`config.mk`:
```
export PLATFORM = sky130hd
export DESIGN_NAME = alu_arbiter_flat
export DESIGN_NICKNAME = d
export VERILOG_FILES = /design/src/rtl/alu_arbiter_if.sv /design/src/rtl/alu_arbiter.sv /design/src/flat_wrapper.sv
export SDC_FILE = /design/constraint.sdc
export NUM_CORES = 1
export LEC_CHECK = 0
export ABC_CLOCK_PERIOD_IN_PS = 2200
export CAP_MARGIN = 20
export CORE_AREA = 2 2 166 168
export CTS_CLUSTER_DIAMETER = 30
export DETAILED_ROUTE_END_ITERATION = 10
export DIE_AREA = 0 0 168 170
export DONT_BUFFER_PORTS = 1
export PLACE_DENSITY = 0.32
export SYNTH_ARGS = -nofsm -noshare
export SYNTH_HDL_FRONTEND = slang
export SYNTH_SLANG_ARGS = --single-unit
```
`constraint.sdc`:
```
create_clock -name clk -period 2.2 [get_ports clk]
set_input_delay 0.33 -clock clk [delete_from_list [all_inputs] [get_ports clk]]
set_output_delay 0.33 -clock clk [all_outputs]
set_load 0.03 [all_outputs]
```
`src/rtl/alu_arbiter_if.sv`:
```
// ALU op encoding plus the requester/response bundle between the shared-ALU
// arbiter (slave) and its requesters/response consumer (master).

package alu_pkg;
   typedef enum logic [3:0] {
      ALU_NOOP          = 4'd0,
      ALU_ADD           = 4'd1,
      ALU_SUB           = 4'd2,
      ALU_AND           = 4'd3,
      ALU_OR            = 4'd4,
      ALU_XOR           = 4'd5,
      ALU_SLL           = 4'd6,
      ALU_SRL           = 4'd7,
      ALU_SRA           = 4'd8,
      ALU_LESS_SIGNED   = 4'd9,
      ALU_LESS_UNSIGNED = 4'd10,
      ALU_EQUAL         = 4'd11,
      ALU_XY_ADD        = 4'd12,
      ALU_XY_SUB        = 4'd13
   } alu_control_t;
endpackage

interface alu_arbiter_if #(
   parameter int N_REQ = 4
) ();
   localparam int ID_W = $clog2(N_REQ);

   // request side, one slot per requester
   logic [N_REQ-1:0]                    req_valid;
   logic [N_REQ-1:0]                    req_ready;
   logic [N_REQ-1:0][31:0]              req_src_a;
   logic [N_REQ-1:0][31:0]              req_src_b;
   alu_pkg::alu_control_t [N_REQ-1:0]   req_control;
   logic [N_REQ-1:0]                    req_invert_cond;

   // tagged response side
   logic                                rsp_valid;
   logic                                rsp_ready;
   logic [ID_W-1:0]                     rsp_id;
   logic [31:0]                         rsp_result;
   logic                                rsp_take_branch;

   modport master (
      output req_valid, req_src_a, req_src_b, req_control, req_invert_cond,
      input  req_ready,
      input  rsp_valid, rsp_id, rsp_result, rsp_take_branch,
      output rsp_ready
   );

   modport slave (
      input  req_valid, req_src_a, req_src_b, req_control, req_invert_cond,
      output req_ready,
      output rsp_valid, rsp_id, rsp_result, rsp_take_branch,
      input  rsp_ready
   );
endinterface

```
`src/rtl/alu_arbiter.sv`:
```


module alu_arbiter #(
   parameter int N_REQ = 4
) (
   input  logic                  clk,
   input  logic                  rst,
   alu_arbiter_if.slave          bus,
   output logic [31:0]           alu_src_a,
   output logic [31:0]           alu_src_b,
   output alu_pkg::alu_control_t alu_control,
   output logic                  alu_invert_cond,
   input  logic [31:0]           alu_result,
   input  logic                  alu_take_branch,
   output logic                  busy
);
   import alu_pkg::*;

   localparam int ID_W = $clog2(N_REQ);

   logic            iss_valid;
   logic [ID_W-1:0] iss_id;
   logic [ID_W-1:0] rr_ptr;

   logic            rsp_stall;
   logic            iss_adv;
   logic            iss_free;
   logic            win_found;
   logic [ID_W-1:0] win_idx;
   logic [ID_W-1:0] cand;
   logic            accept;

   assign rsp_stall = bus.rsp_valid & ~bus.rsp_ready;
   assign iss_adv   = ~rsp_stall;
   assign iss_free  = ~iss_valid | iss_adv;
   assign accept    = win_found & iss_free;
   assign busy      = iss_valid | bus.rsp_valid;

   // round-robin pick: first valid requester after the last one granted
   always_comb begin
      win_found = 1'b0;
      win_idx   = '0;
      cand      = '0;
      for (int k = 1; k <= N_REQ; k++) begin
         cand = ID_W'((int'(rr_ptr) + k) % N_REQ);
         if (!win_found && bus.req_valid[cand]) begin
            win_found = 1'b1;
            win_idx   = cand;
         end
      end
   end

   // ready goes only to the winner, and only when the issue slot can take it
   assign bus.req_ready = accept ? (N_REQ'(1) << win_idx) : '0;

   // issue stage: operand register feeding the ALU; holds when nothing new arrives
   always_ff @(posedge clk) begin
      if (rst) begin
         iss_valid       <= 1'b0;
         iss_id          <= '0;
         rr_ptr          <= ID_W'(N_REQ - 1);
         alu_src_a       <= '0;
         alu_src_b       <= '0;
         alu_control     <= ALU_NOOP;
         alu_invert_cond <= 1'b0;
      end else if (accept) begin
         iss_valid       <= 1'b1;
         iss_id          <= win_idx;
         rr_ptr          <= win_idx;
         alu_src_a       <= bus.req_src_a[win_idx];
         alu_src_b       <= bus.req_src_b[win_idx];
         alu_control     <= bus.req_control[win_idx];
         alu_invert_cond <= bus.req_invert_cond[win_idx];
      end else if (iss_adv) begin
         iss_valid       <= 1'b0;
      end
   end

   // result stage: capture ALU output unless the consumer is stalling us
   always_ff @(posedge clk) begin
      if (rst) begin
         bus.rsp_valid       <= 1'b0;
         bus.rsp_id          <= '0;
         bus.rsp_result      <= '0;
         bus.rsp_take_branch <= 1'b0;
      end else if (iss_valid && iss_adv) begin
         bus.rsp_valid       <= 1'b1;
         bus.rsp_id          <= iss_id;
         bus.rsp_result      <= alu_result;
         bus.rsp_take_branch <= alu_take_branch;
      end else if (bus.rsp_valid && bus.rsp_ready) begin
         bus.rsp_valid       <= 1'b0;
      end
   end
endmodule

```
`src/flat_wrapper.sv`:
```
// flat-port wrapper written by rule: the top's interface ports become plain ports
module alu_arbiter_flat import alu_pkg::*;
#(
   parameter int N_REQ = 4
)
  (clk, rst, alu_src_a, alu_src_b, alu_control, alu_invert_cond, alu_result, alu_take_branch, busy, bus_req_valid, bus_req_src_a, bus_req_src_b, bus_req_control, bus_req_invert_cond, bus_req_ready, bus_rsp_valid, bus_rsp_id, bus_rsp_result, bus_rsp_take_branch, bus_rsp_ready);
  alu_arbiter_if #(.N_REQ(N_REQ)) bus_i ();
  input  logic clk;
  input  logic rst;
  output logic [31:0] alu_src_a;
  output logic [31:0] alu_src_b;
  output alu_pkg::alu_control_t alu_control;
  output logic alu_invert_cond;
  input  logic [31:0] alu_result;
  input  logic alu_take_branch;
  output logic busy;
  input wire logic [$bits(bus_i.req_valid)-1:0] bus_req_valid;
  input wire logic [$bits(bus_i.req_src_a)-1:0] bus_req_src_a;
  input wire logic [$bits(bus_i.req_src_b)-1:0] bus_req_src_b;
  input wire logic [$bits(bus_i.req_control)-1:0] bus_req_control;
  input wire logic [$bits(bus_i.req_invert_cond)-1:0] bus_req_invert_cond;
  output wire logic [$bits(bus_i.req_ready)-1:0] bus_req_ready;
  output wire logic [$bits(bus_i.rsp_valid)-1:0] bus_rsp_valid;
  output wire logic [$bits(bus_i.rsp_id)-1:0] bus_rsp_id;
  output wire logic [$bits(bus_i.rsp_result)-1:0] bus_rsp_result;
  output wire logic [$bits(bus_i.rsp_take_branch)-1:0] bus_rsp_take_branch;
  input wire logic [$bits(bus_i.rsp_ready)-1:0] bus_rsp_ready;
  assign bus_i.req_valid = bus_req_valid;
  assign bus_i.req_src_a = bus_req_src_a;
  assign bus_i.req_src_b = bus_req_src_b;
  assign bus_i.req_control = bus_req_control;
  assign bus_i.req_invert_cond = bus_req_invert_cond;
  assign bus_req_ready = bus_i.req_ready;
  assign bus_rsp_valid = bus_i.rsp_valid;
  assign bus_rsp_id = bus_i.rsp_id;
  assign bus_rsp_result = bus_i.rsp_result;
  assign bus_rsp_take_branch = bus_i.rsp_take_branch;
  assign bus_i.rsp_ready = bus_rsp_ready;
  alu_arbiter #(.N_REQ(N_REQ)) u_core (.clk(clk), .rst(rst), .bus(bus_i), .alu_src_a(alu_src_a), .alu_src_b(alu_src_b), .alu_control(alu_control), .alu_invert_cond(alu_invert_cond), .alu_result(alu_result), .alu_take_branch(alu_take_branch), .busy(busy));
endmodule
```
=== Yosys cells after proc, flatten, opt, wreduce, memory -nomap -nowiden ===
Index checks and enable logic that the tools add are counted.

* Logic and storage cells: 67
* Output and inout bits: 110
* Input port bits: 316
* Register bits: 110

* Bitwise gates (word level): 7
* Add/subtract/negate cells: 4
* Magnitude comparators: 5
* Equality and inequality tests: 1
* Reductions and logical operators: 9
* Multiplexer cells: 29
* Shift-type cells: 1

{| class="wikitable"
|+ Operators with widths
! operator !! count
|-
| 32-bit binary-select mux with 2-bit select || 2
|-
| 32-bit 2-to-1 mux || 2
|-
| 2-bit by 3-bit < comparator with 1-bit output (second input constant) || 5
|-
| 1-bit 2-to-1 mux || 13
|-
| 1-bit binary-select mux with 2-bit select || 5
|-
| 4-bit binary-select mux with 2-bit select || 1
|-
| 2-bit 2-to-1 mux || 4
|-
| 4-bit 2-to-1 mux || 2
|-
| 1-bit logical AND || 5
|-
| 2-bit by 1-bit adder with 2-bit output (second input constant) || 2
|-
| 2-bit adder (second input constant) || 2
|-
| 1-bit by 2-bit left shift with 4-bit output (first input constant) || 1
|-
| 1-bit zero test || 3
|-
| 1-bit NOT || 3
|-
| 1-bit AND || 2
|-
| 2-bit inequality test (second input constant) || 1
|-
| 1-bit OR || 2
|-
| 2-bit nonzero test || 1
|}

=== Longest topological paths before layout ===
Gate-level depths: netlist of run 1.

* Depth in word-level cells: 15
* Gate-level depth with buffers: 9
* Depth with buffers taken out: 5

=== Worst setup path before layout of run 1 ===
Ideal clock, no wire load.

* Path type: reg-to-output
* From: register u_core.rr_ptr[1]
* To: output bus_req_ready[1]
* Data required time: 1,870 ps
* Arrival time: 1,920 ps
* Path buffers: 3
* Setup slack: -50 ps
* Cell stages (with the launch flop): 8
* Cell sequence: dfxtp_1 > buf_2 > nor3b_1 > a21oi_4 > and2_1 > buf_6 > buf_2 > nor3_1

* Word-level cells in the longest chain between the ends: 15
* Elaborated cells on any way between the ends: 29
* Classes of those cells: add/sub (4); shift (1); mux (17); bitwise (1); reduce/logical (6)

{| class="wikitable"
|+ Ends and longest elaborated chain
! item !! line !! text
|-
| from (decl) || alu_arbiter.sv:23 || <nowiki>logic [ID_W-1:0] rr_ptr;</nowiki>
|-
| from (signal assigned) || alu_arbiter.sv:61 || <nowiki>rr_ptr <= ID_W'(N_REQ - 1);</nowiki>
|-
| from (signal assigned) || alu_arbiter.sv:69 || <nowiki>rr_ptr <= win_idx;</nowiki>
|-
| 2-bit by 1-bit adder with 2-bit output || alu_arbiter.sv:45 || <nowiki>cand = ID_W'((int'(rr_ptr) + k) % N_REQ);</nowiki>
|-
| 1-bit binary-select mux with 2-bit select || alu_arbiter.sv:46 || <nowiki>if (!win_found && bus.req_valid[cand]) begin</nowiki>
|-
| 1-bit 2-to-1 mux (not written as such) || alu_arbiter.sv:46 ||
|-
| 1-bit 2-to-1 mux || alu_arbiter.sv:46 ||
|-
| 1-bit zero test || alu_arbiter.sv:46 ||
|-
| 1-bit logical AND || alu_arbiter.sv:46 ||
|-
| 1-bit 2-to-1 mux || alu_arbiter.sv:46 ||
|-
| 1-bit zero test || alu_arbiter.sv:46 ||
|-
| 1-bit logical AND || alu_arbiter.sv:46 ||
|-
| 1-bit 2-to-1 mux || alu_arbiter.sv:46 ||
|-
| 1-bit zero test || alu_arbiter.sv:46 ||
|-
| 1-bit logical AND || alu_arbiter.sv:46 ||
|-
| 2-bit 2-to-1 mux or 1-bit 2-to-1 mux (tied branches) || alu_arbiter.sv:46 ||
|-
| 1-bit by 2-bit left shift with 4-bit output or 1-bit AND (tied branches) || alu_arbiter.sv:54, alu_arbiter.sv:36 ||
|-
| 4-bit 2-to-1 mux (*) || alu_arbiter.sv:54 || <nowiki>assign bus.req_ready = accept ? (N_REQ'(1) << win_idx) : '0;</nowiki>
|-
| to (decl) || flat_wrapper.sv:22 || <nowiki>output wire logic [$bits(bus_i.req_ready)-1:0] bus_req_ready;</nowiki>
|}

Every way passes the cells marked *; elsewhere a longest branch is shown, timed or not. The select of a mux whose other input is x is not followed.

=== Worst setup path in the final report of run 1 ===
* From: register u_core.rr_ptr[1]
* To: output bus_req_ready[0]

The elaborated chain is that of the path after synthesis.

==> flow_summary.ini, run 1 <==
[placed_design]
gp_congestion = 0.8033
dp_hpwl_um = 17330
dpl_cell_area_mm2 = 0.006379
pre_cts_ws_ns = 0.07894
io_buffers = 0

[global_route]
grt_pass1_vias = 5637
grt_max_degree = 113
overflow = 0
antenna_found_initial = 1
grt_pass1_wl_um = 34210
grtUsageTotal_pct = 15.69

[timing]
hold_violations = 0
slew_headroom_pct = 69.94
final.setup.worst_slack_ns = 0.07748
rsz0062_at_grt = false
worstMarginPinSlew_ns = 0.4498
period_share_pct = 96.48
timing.hold.ws_ns = 0.08662
clock_skew_ns = 0.01488
timing.fmax_ghz = 0.4711
final-setup-viol-count = 0
period_minus_slack_ns = 2.123
maxSlewViolCount = 0

[power_and_ir_drop]
power_mw = 6.096
leakage_nw = 2.643
ir_worst_vdd_uv = 303.3
power.density_mw_per_mm2 = 894.1

[hold_path]
hold_path_class = input pin to flop

[drt]
drcViolationCount = 0
met1_length_um = 8853
met3_length_um = 2057
final_antenna_net_count = 0
vias = 5428
wl_met2_um = 12100
wl_per_cell_um = 23.08
viasPerCell = 5.311
routed_wl_um = 23580
drt_iter0_markers = 216
highest_layer = met4
first_pass_iters = 4

[synth]
seq_area_frac_synth_pct = 37.60
avgSynthCellArea_um2 = 8.501
async_reset_ff_share_pct = 0
synth-seq-cells = 110
yosys_warnings = 0
ys.flop_type = dfxtp_1
syn_inst = 689
synth_edf_count = 0
synth_nets = 1005
ys_types = 35
netlist_area_mm2 = 0.005857

[floorplan]
die_w_um = 168
core_mm2 = 0.02665
dieArea_mm2 = 0.02856
die_height_um = 170
initial_core_util_pct = 21.98
io_pins = 426
num_rows = 60

[worst_setup_path]
crit_family = flip-flops
cp-end-kind = primary output
crit_required_ns = 1.87
critical-path-max-stage-delay_ns = 0.39
path_cells = mux2_4, a21oi_4, a21boi_4, nand2_4, nor2_4, buf_6
critPathMaxFanout = 8
worstSetupPathType = flop to primary output
arrival_ns = 1.79
cp_num_buf_inv = 1
cp-start-kind = flop
slowest_stage = dfxtp_4

[layout]
area_growth_pct = 16.41
fillers = 2866
nets = 991
layout_common_cells = nand2_1 (155), dfxtp_1 (109), mux2i_1 (58)
layout_commonest_cell = nand2_1
final_area_mm2 = 0.006818
drive_above_1_share_pct = 12.79

[clocking]
worst_skew_pair.late_latency_ns = 0.37
holdBufCountCts = 0
cts_buffer_depth = 2
clock_sinks = 110
cts-htree-levels = 3
tritoncts = done
cts_root_buffer = clkbuf_16
cts_inserted_buffers = 9
clk_pin_slew_ns = 0.10

[job]
maxCapViolations = 0

[run_status]
status = finished clean
[repair_timing]
item | 4_1_cts | 5_1_grt
pin swaps | 0 | 3
cloned | 1 | 0
resized for setup | 7 | 8
endpoints found under the setup margin | 4 | 3
buffers inserted | 2 | 2
[sequential cells by signal, summed over array words and instances (netlist names)]
register and flops:
u_core.alu_invert_cond 1, u_core.iss_valid 1, u_core.alu_src_a 32, u_core.bus.rsp_id 2
u_core.iss_id 2, u_core.bus.rsp_take_branch 1, u_core.bus.rsp_valid 1, u_core.bus.rsp_result 32
u_core.alu_control 4, u_core.alu_src_b 32, u_core.rr_ptr 2
[routing by layer]
layer	global-route usage, %	vias up
li1	-	2509
met1	16.55	2608
met2	28.76	281
met3	5.488	30
met4	5.860	0
met5	0	-
[worst reg2reg max path: cells and delay by family, from the launching register on]
kind | cells | cell delay, ns
compound gates | 2 | 0.29
buf+inv | 3 | 0.49
flops | 1 | 0.39
mux | 2 | 0.57
simple gates | 1 | 0.22
[cells in the mapped netlist, drive strengths merged (3+ instances only)]
master / count / area share [%]
buf: 18 / 2.1
nand2b: 3 / 0.32
mux2i: 58 / 9.9
or2: 3 / 0.32
o221ai: 29 / 4.3
a21oi: 40 / 3.6
clkbuf: 51 / 3.3
and2: 3 / 0.32
nor2: 7 / 0.45
nand3b: 30 / 3.8
nand2: 158 / 10
and3: 40 / 4.3
dfxtp: 110 / 38
inv: 4 / 0.26
a211oi: 40 / 5.1
o21bai: 40 / 5.1
a311oi: 40 / 7.0
[layout make-up]
cell class / count / area (µm²) / share of cell area, %
well taps: 341 / 426.7 / 6.258
repair buffers: 44 / 441.7 / 6.478
clock buffers: 9 / 225.2 / 3.303
flip-flops and latches: 110 / 2206 / 32.35
multi-input cells: 506 / 3410 / 50.01
clock inverters: 7 / 91.34 / 1.340
diodes: 1 / 2.502 / 0.03670
inverters: 4 / 15.01 / 0.2202
[power breakdown]
group / total (mW) / switching [mW] / internal [mW]
logic: 1.40 / 0.786 / 0.614
clock network: 1.80 / 0.961 / 0.836
registers: 2.90 / 0.660 / 2.24
[metrics by stage]
stage               util (%)  TNS (ns)  instances
floorplan                  -         0        689
global placement       23.86   -0.8884        999
detailed placement     23.93         0       1000
CTS                    25.40  -0.01492       1019
global route           25.58         0       1022
finish                 25.58         0       1022
[worst paths after layout]
path | startpoint | endpoint | slack [ns] | cells after the start
max | u_core.rr_ptr[1] | bus_req_ready[0] | 0.08 | 6
min | alu_result[16] | u_core.bus.rsp_result[16] | 0.09 | 2
max reg2reg | u_core.rr_ptr[1] | u_core.alu_src_a[25] | 0.13 | 8
min reg2reg | u_core.iss_id[0] | u_core.bus.rsp_id[0] | 0.47 | 2
[cell families (layout without fill, tap and decap cells)]
group	after synthesis	in the layout	share of synthesized area [%]
mux	59	59	10.17
simple gates	252	252	20.55
compound gates	195	195	26.04
flops	110	110	37.60
other cells	0	1	0
buf+inv	73	64	5.640
(Power assumes the default switching activity.)
==> inputs of run 2 (changes only) <==
--- a/config.mk
+++ b/config.mk
@@ -5,14 +5,13 @@
 export SDC_FILE = /design/constraint.sdc
 export NUM_CORES = 1
 export LEC_CHECK = 0
-export ABC_CLOCK_PERIOD_IN_PS = 2200
 export CAP_MARGIN = 20
-export CORE_AREA = 2 2 166 168
+export CORE_AREA = 4 4 163 165
 export CTS_CLUSTER_DIAMETER = 30
 export DETAILED_ROUTE_END_ITERATION = 10
-export DIE_AREA = 0 0 168 170
+export DIE_AREA = 0 0 167 169
 export DONT_BUFFER_PORTS = 1
-export PLACE_DENSITY = 0.32
+export PLACE_DENSITY = 0.33
 export SYNTH_ARGS = -nofsm -noshare
 export SYNTH_HDL_FRONTEND = slang
 export SYNTH_SLANG_ARGS = --single-unit
==> run 2 against run 1 <==
Compared with the run above:
- clock-buffer cell count unchanged
- clock power decreased by 4%
- cell count decreased by 2.1%
- clock skew decreased by 0.0021 ns
- die area decreased by 1.2%
- combinational power decreased by 3%
- critical path depth unchanged
- sequential power about the same
- non-clock buffer count decreased by 11
- fmax about the same
- critical path type unchanged
- critical endpoint unchanged
- largest power group unchanged
==> flow_summary.ini, run 2 (synthesis gave the netlist of run 1 again) <==
[run_status]
status = finished clean

[timing]
final-setup-viol-count = 0
period_minus_slack_ns = 2.124
hold_violations = 0
timing.fmax_ghz = 0.4709
clock_skew_ns = 0.01276
rsz0062_at_grt = true
maxSlewViolCount = 0
slew_headroom_pct = 52.00
worstMarginPinSlew_ns = 0.7182
period_share_pct = 96.53
fin_tns_setup_ns = 0
timing.hold.ws_ns = 0.09044

[global_route]
antenna_found_initial = 2
grt_max_degree = 113
overflow = 0
grt_pass1_wl_um = 34550
grtUsageTotal_pct = 15.60
grt_pass1_vias = 5560

[power_and_ir_drop]
p_switching_mw = 2.342
leakage_nw = 2.607
power_mw = 5.991
ir_worst_vdd_uv = 303.0
p_seq_share_pct = 48.5
combPwrFrac_pct = 22.6
clockPowerShare_pct = 28.9
p_sw_share_pct = 39.09
p_int_mw = 3.649
power.density_mw_per_mm2 = 889.2

[drt]
vias = 5390
first_pass_iters = 5
drt_iter0_markers = 281
viasPerCell = 5.385
final_antenna_net_count = 0
wl_per_cell_um = 23.95
routed_wl_um = 23970
drcViolationCount = 0

[floorplan]
initial_core_util_pct = 23.39
dieArea_mm2 = 0.02822
die_w_um = 167
num_rows = 58
die_height_um = 169
io_pins = 426
core_mm2 = 0.02504

[worst_setup_path]
worstSetupPathType = flop to primary output
cp-end-kind = primary output
arrival_ns = 1.79
cp-start-kind = flop
crit_required_ns = 1.87
critPathMaxFanout = 8

[clocking]
cts_root_buffer = clkbuf_16
cts_buffer_depth = 2
cts_inserted_buffers = 9
cts-htree-levels = 3
clock_sinks = 110
tritoncts = done
worst_skew_pair.late_latency_ns = 0.36
clk_pin_slew_ns = 0.08

[layout]
nets = 980
drive_above_1_share_pct = 11.36
seq_area_mm2 = 0.002206
multi_input_area_mm2 = 0.003397
reg_top3 = u_core.alu_src_a (32), u_core.alu_src_b (32), u_core.bus.rsp_result (32)
layout_common_cells = nand2_1 (155), dfxtp_1 (109), mux2i_1 (58)
layout_commonest_cell = nand2_1
area_growth_pct = 15.04
fillers = 2704

[hold_path]
hold_path_class = input pin to flop

[placed_design]
gp_congestion = 0.8418
io_buffers = 0
dp_hpwl_um = 17020

[job]
maxCapViolations = 0
[run 2: power groups by stage]
stage               combinational (mW)  clock (mW)  sequential (mW)
CTS                               1.37        1.82             2.92
finish                            1.36        1.73             2.90
global route                      1.48        1.88             2.94
floorplan                        0.982           0             2.86
detailed placement                1.29           0             2.96
global placement                  1.25           0             2.96
[run 2: stage by stage]
step                      setup slack (ns)  utilization (%)  cells  cell area [µm²]
final                              0.07629            26.91   1001             6738
after CTS                          0.02610            26.84    999             6719
after detailed placement           0.07764            25.20    979             6310
after global routing              -0.03745            26.91   1001             6738
after global placement             0.05015            25.09    978             6282
after floorplan                    0.09451                -    689             5862
[run 2: layer usage]
layer	wire (µm)	track usage, %	vias up
li1	-	-	2486
met1	9300	17.89	2588
met2	12220	27.72	289
met3	2005	4.998	27
met4	450	4.767	0
met5	0	0	-
[run 2: worst paths after layout]
| kind | end | cells after the start | slack, ns | start |
|---|---|---|---|---|
| hold / removal | u_core.rr_ptr[0] | 1 | 0.09 | rst |
| setup reg to reg | u_core.alu_src_a[12] | 8 | 0.13 | u_core.rr_ptr[1] |
| hold reg to reg | u_core.bus.rsp_id[1] | 2 | 0.47 | u_core.iss_id[1] |
| setup / recovery | bus_req_ready[0] | 6 | 0.08 | u_core.rr_ptr[1] |
[run 2: layout make-up]
cell class / count / share of cell area (%)
inverters: 4 / 0.2228
flip-flops and latches: 110 / 32.74
clock buffers: 9 / 3.343
repair buffers: 33 / 5.998
well taps: 330 / 6.128
multi-input cells: 506 / 50.42
clock inverters: 7 / 1.077
diodes: 2 / 0.07428
[run 2: worst max-delay path: stages (launching register included)]
cell and delay (ns):
dfxtp_4 0.39, mux2_4 0.32, a21oi_4 0.14, a21boi_4 0.22
nand2_2 0.09, nor2_2 0.14, buf_6 0.15
[run 2: repair_timing]
item | CTS | global route
pin swaps | 2 | 0
hold endpoints to repair | 0 | 0
gates cloned | 2 | 0
resized for setup | 9 | 2
hold buffers | 0 | 0
endpoints found under the setup margin | 4 | 4
buffers inserted | 2 | 0
==> inputs of run 3 (changes only) <==
--- a/config.mk
+++ b/config.mk
@@ -6,10 +6,10 @@
 export NUM_CORES = 1
 export LEC_CHECK = 0
 export CAP_MARGIN = 20
-export CORE_AREA = 4 4 163 165
+export CORE_AREA = 4 4 164 166
 export CTS_CLUSTER_DIAMETER = 30
 export DETAILED_ROUTE_END_ITERATION = 10
-export DIE_AREA = 0 0 167 169
+export DIE_AREA = 0 0 168 170
 export DONT_BUFFER_PORTS = 1
 export PLACE_DENSITY = 0.33
 export SYNTH_ARGS = -nofsm -noshare
==> run 3 against run 2 <==
Compared with the run above:
- global-route usage down 0.090 points
- non-clock buffer count up 5
- clock-buffer cell count is the same
- clock power rose by 5%
- fmax decreased by 1.0%
- clock skew is 0.012 ns higher
==> flow_summary.ini, run 3 (synthesis gave the netlist of run 1 again) <==
[drt]
routed_wl_um = 23880
final_antenna_net_count = 0
wl_per_cell_um = 23.67
vias = 5349
drcViolationCount = 0
drt_iter0_markers = 300
viasPerCell = 5.301
first_pass_iters = 4

[layout]
area_growth_pct = 16.28
fillers = 2760
n_antenna_cell = 0
nets = 985
layout_commonest_cell = nand2_1
layout_common_cells = nand2_1 (155), dfxtp_1 (109), mux2i_1 (58)
finalNonFillerCells = 1009
drive_above_1_share_pct = 12.17
reg_top3 = u_core.alu_src_a (32), u_core.alu_src_b (32), u_core.bus.rsp_result (32)
final_area_mm2 = 0.006810

[worst_setup_path]
crit_required_ns = 1.87
cp-start-kind = flop
worstSetupPathType = flop to primary output
cp-end-kind = primary output
critPathMaxFanout = 8
arrival_ns = 1.82
rr_worst_depth = 8

[power_and_ir_drop]
p_switching_mw = 2.404
leakage_nw = 2.630
combPwrFrac_pct = 22.8
clockPowerShare_pct = 29.6
ir_worst_vdd_uv = 346.9
p_seq_share_pct = 47.6
power.density_mw_per_mm2 = 894.3
p_int_mw = 3.687
p_sw_share_pct = 39.47

[placed_design]
io_buffers = 0
gp_congestion = 0.7960
dp_hpwl_um = 17270
dpl_cell_area_mm2 = 0.006304
pre_cts_ws_ns = 0.00007105
dp.cells = 985

[timing]
period_share_pct = 97.55
maxSlewViolCount = 0
worstMarginPinSlew_ns = 0.4152
timing.hold.ws_ns = 0.04729
clock_skew_ns = 0.02487
rsz0062_at_grt = true
hold_violations = 0
final.setup.worst_slack_ns = 0.05396
timing.fmax_ghz = 0.4660
slew_headroom_pct = 72.28
final-setup-viol-count = 0
period_minus_slack_ns = 2.146

[floorplan]
io_pins = 426
dieArea_mm2 = 0.02856
initial_core_util_pct = 22.86
num_rows = 59
die_height_um = 170
core_mm2 = 0.02562
die_w_um = 168

[run_status]
status = finished clean

[global_route]
grtUsageTotal_pct = 15.51
antenna_found_initial = 0
overflow = 0
grt_pass1_wl_um = 34510
grt_max_degree = 113
grt_pass1_vias = 5610

[clocking]
cts_inserted_buffers = 9
tritoncts = done
cts_root_buffer = clkbuf_16
worst_skew_pair.late_latency_ns = 0.37
clock_sinks = 110
cts_buffer_depth = 2
clk_pin_slew_ns = 0.10
cts-htree-levels = 3

[hold_path]
hold_path_class = input pin to flop
whs_path_depth = 1

[job]
maxCapViolations = 0
run 3: power by group through the flow:
stage               registers [mW]  clock network, mW  logic, mW
floorplan                     2.86                  0      0.982
global placement              2.96                  0       1.27
detailed placement            2.95                  0       1.30
CTS                           2.91               1.92       1.36
global route                  2.93               1.97       1.53
finish                        2.90               1.81       1.39
run 3: final cells by class:
cell class              instances  area [µm²]  area share [%]
multi-input cells             506        3413           50.12
clock buffers                   9       225.2           3.307
inverters                       4       15.01          0.2205
well taps                     335       419.2           6.155
repair buffers                 38       440.4           6.467
flip-flops and latches        110        2206           32.39
clock inverters                 7       91.34           1.341
run 3: critical path, cell delays in order (launching register included):
cell and delay [ns]:
dfxtp_4 0.40, mux2_4 0.32, a21oi_4 0.15, a21boi_4 0.24, nand2_4 0.10, nor2_4 0.10, buf_6 0.14
run 3: what timing repair did:
action	in CTS	in global routing
cloned	1	1
pin swaps	2	2
setup endpoints to repair	4	13
hold buffers	1	0
setup buffers	3	2
gates resized for setup	11	11
endpoints found under the hold margin	1	0
run 3: metal layers:
| layer | vias up | GRT usage, % | routed length, µm |
|---|---|---|---|
| li1 | 2493 | - | - |
| met1 | 2551 | 18.16 | 9518 |
| met2 | 284 | 27.55 | 12020 |
| met3 | 21 | 5.041 | 1989 |
| met4 | 0 | 3.776 | 356 |
| met5 | - | 0 | 0 |
run 3: worst paths after layout:
path,slack [ns],endpoint,from
worst max register to register,0.10,u_core.alu_src_b[3],u_core.rr_ptr[1]
worst min-delay path,0.05,u_core.bus.rsp_result[31],rst
worst min register to register,0.46,u_core.bus.rsp_id[0],u_core.iss_id[0]
worst max-delay path,0.05,bus_req_ready[2],u_core.rr_ptr[1]
run 3: through the flow:
stage / TNS, ns / total power [mW] / util (%)
floorplan: 0 / 3.846 / -
global placement: 0 / 4.230 / 24.61
detailed placement: 0 / 4.251 / 24.61
CTS: 0 / 6.196 / 26.26
global route: -0.1045 / 6.431 / 26.59
finish: 0 / 6.090 / 26.59
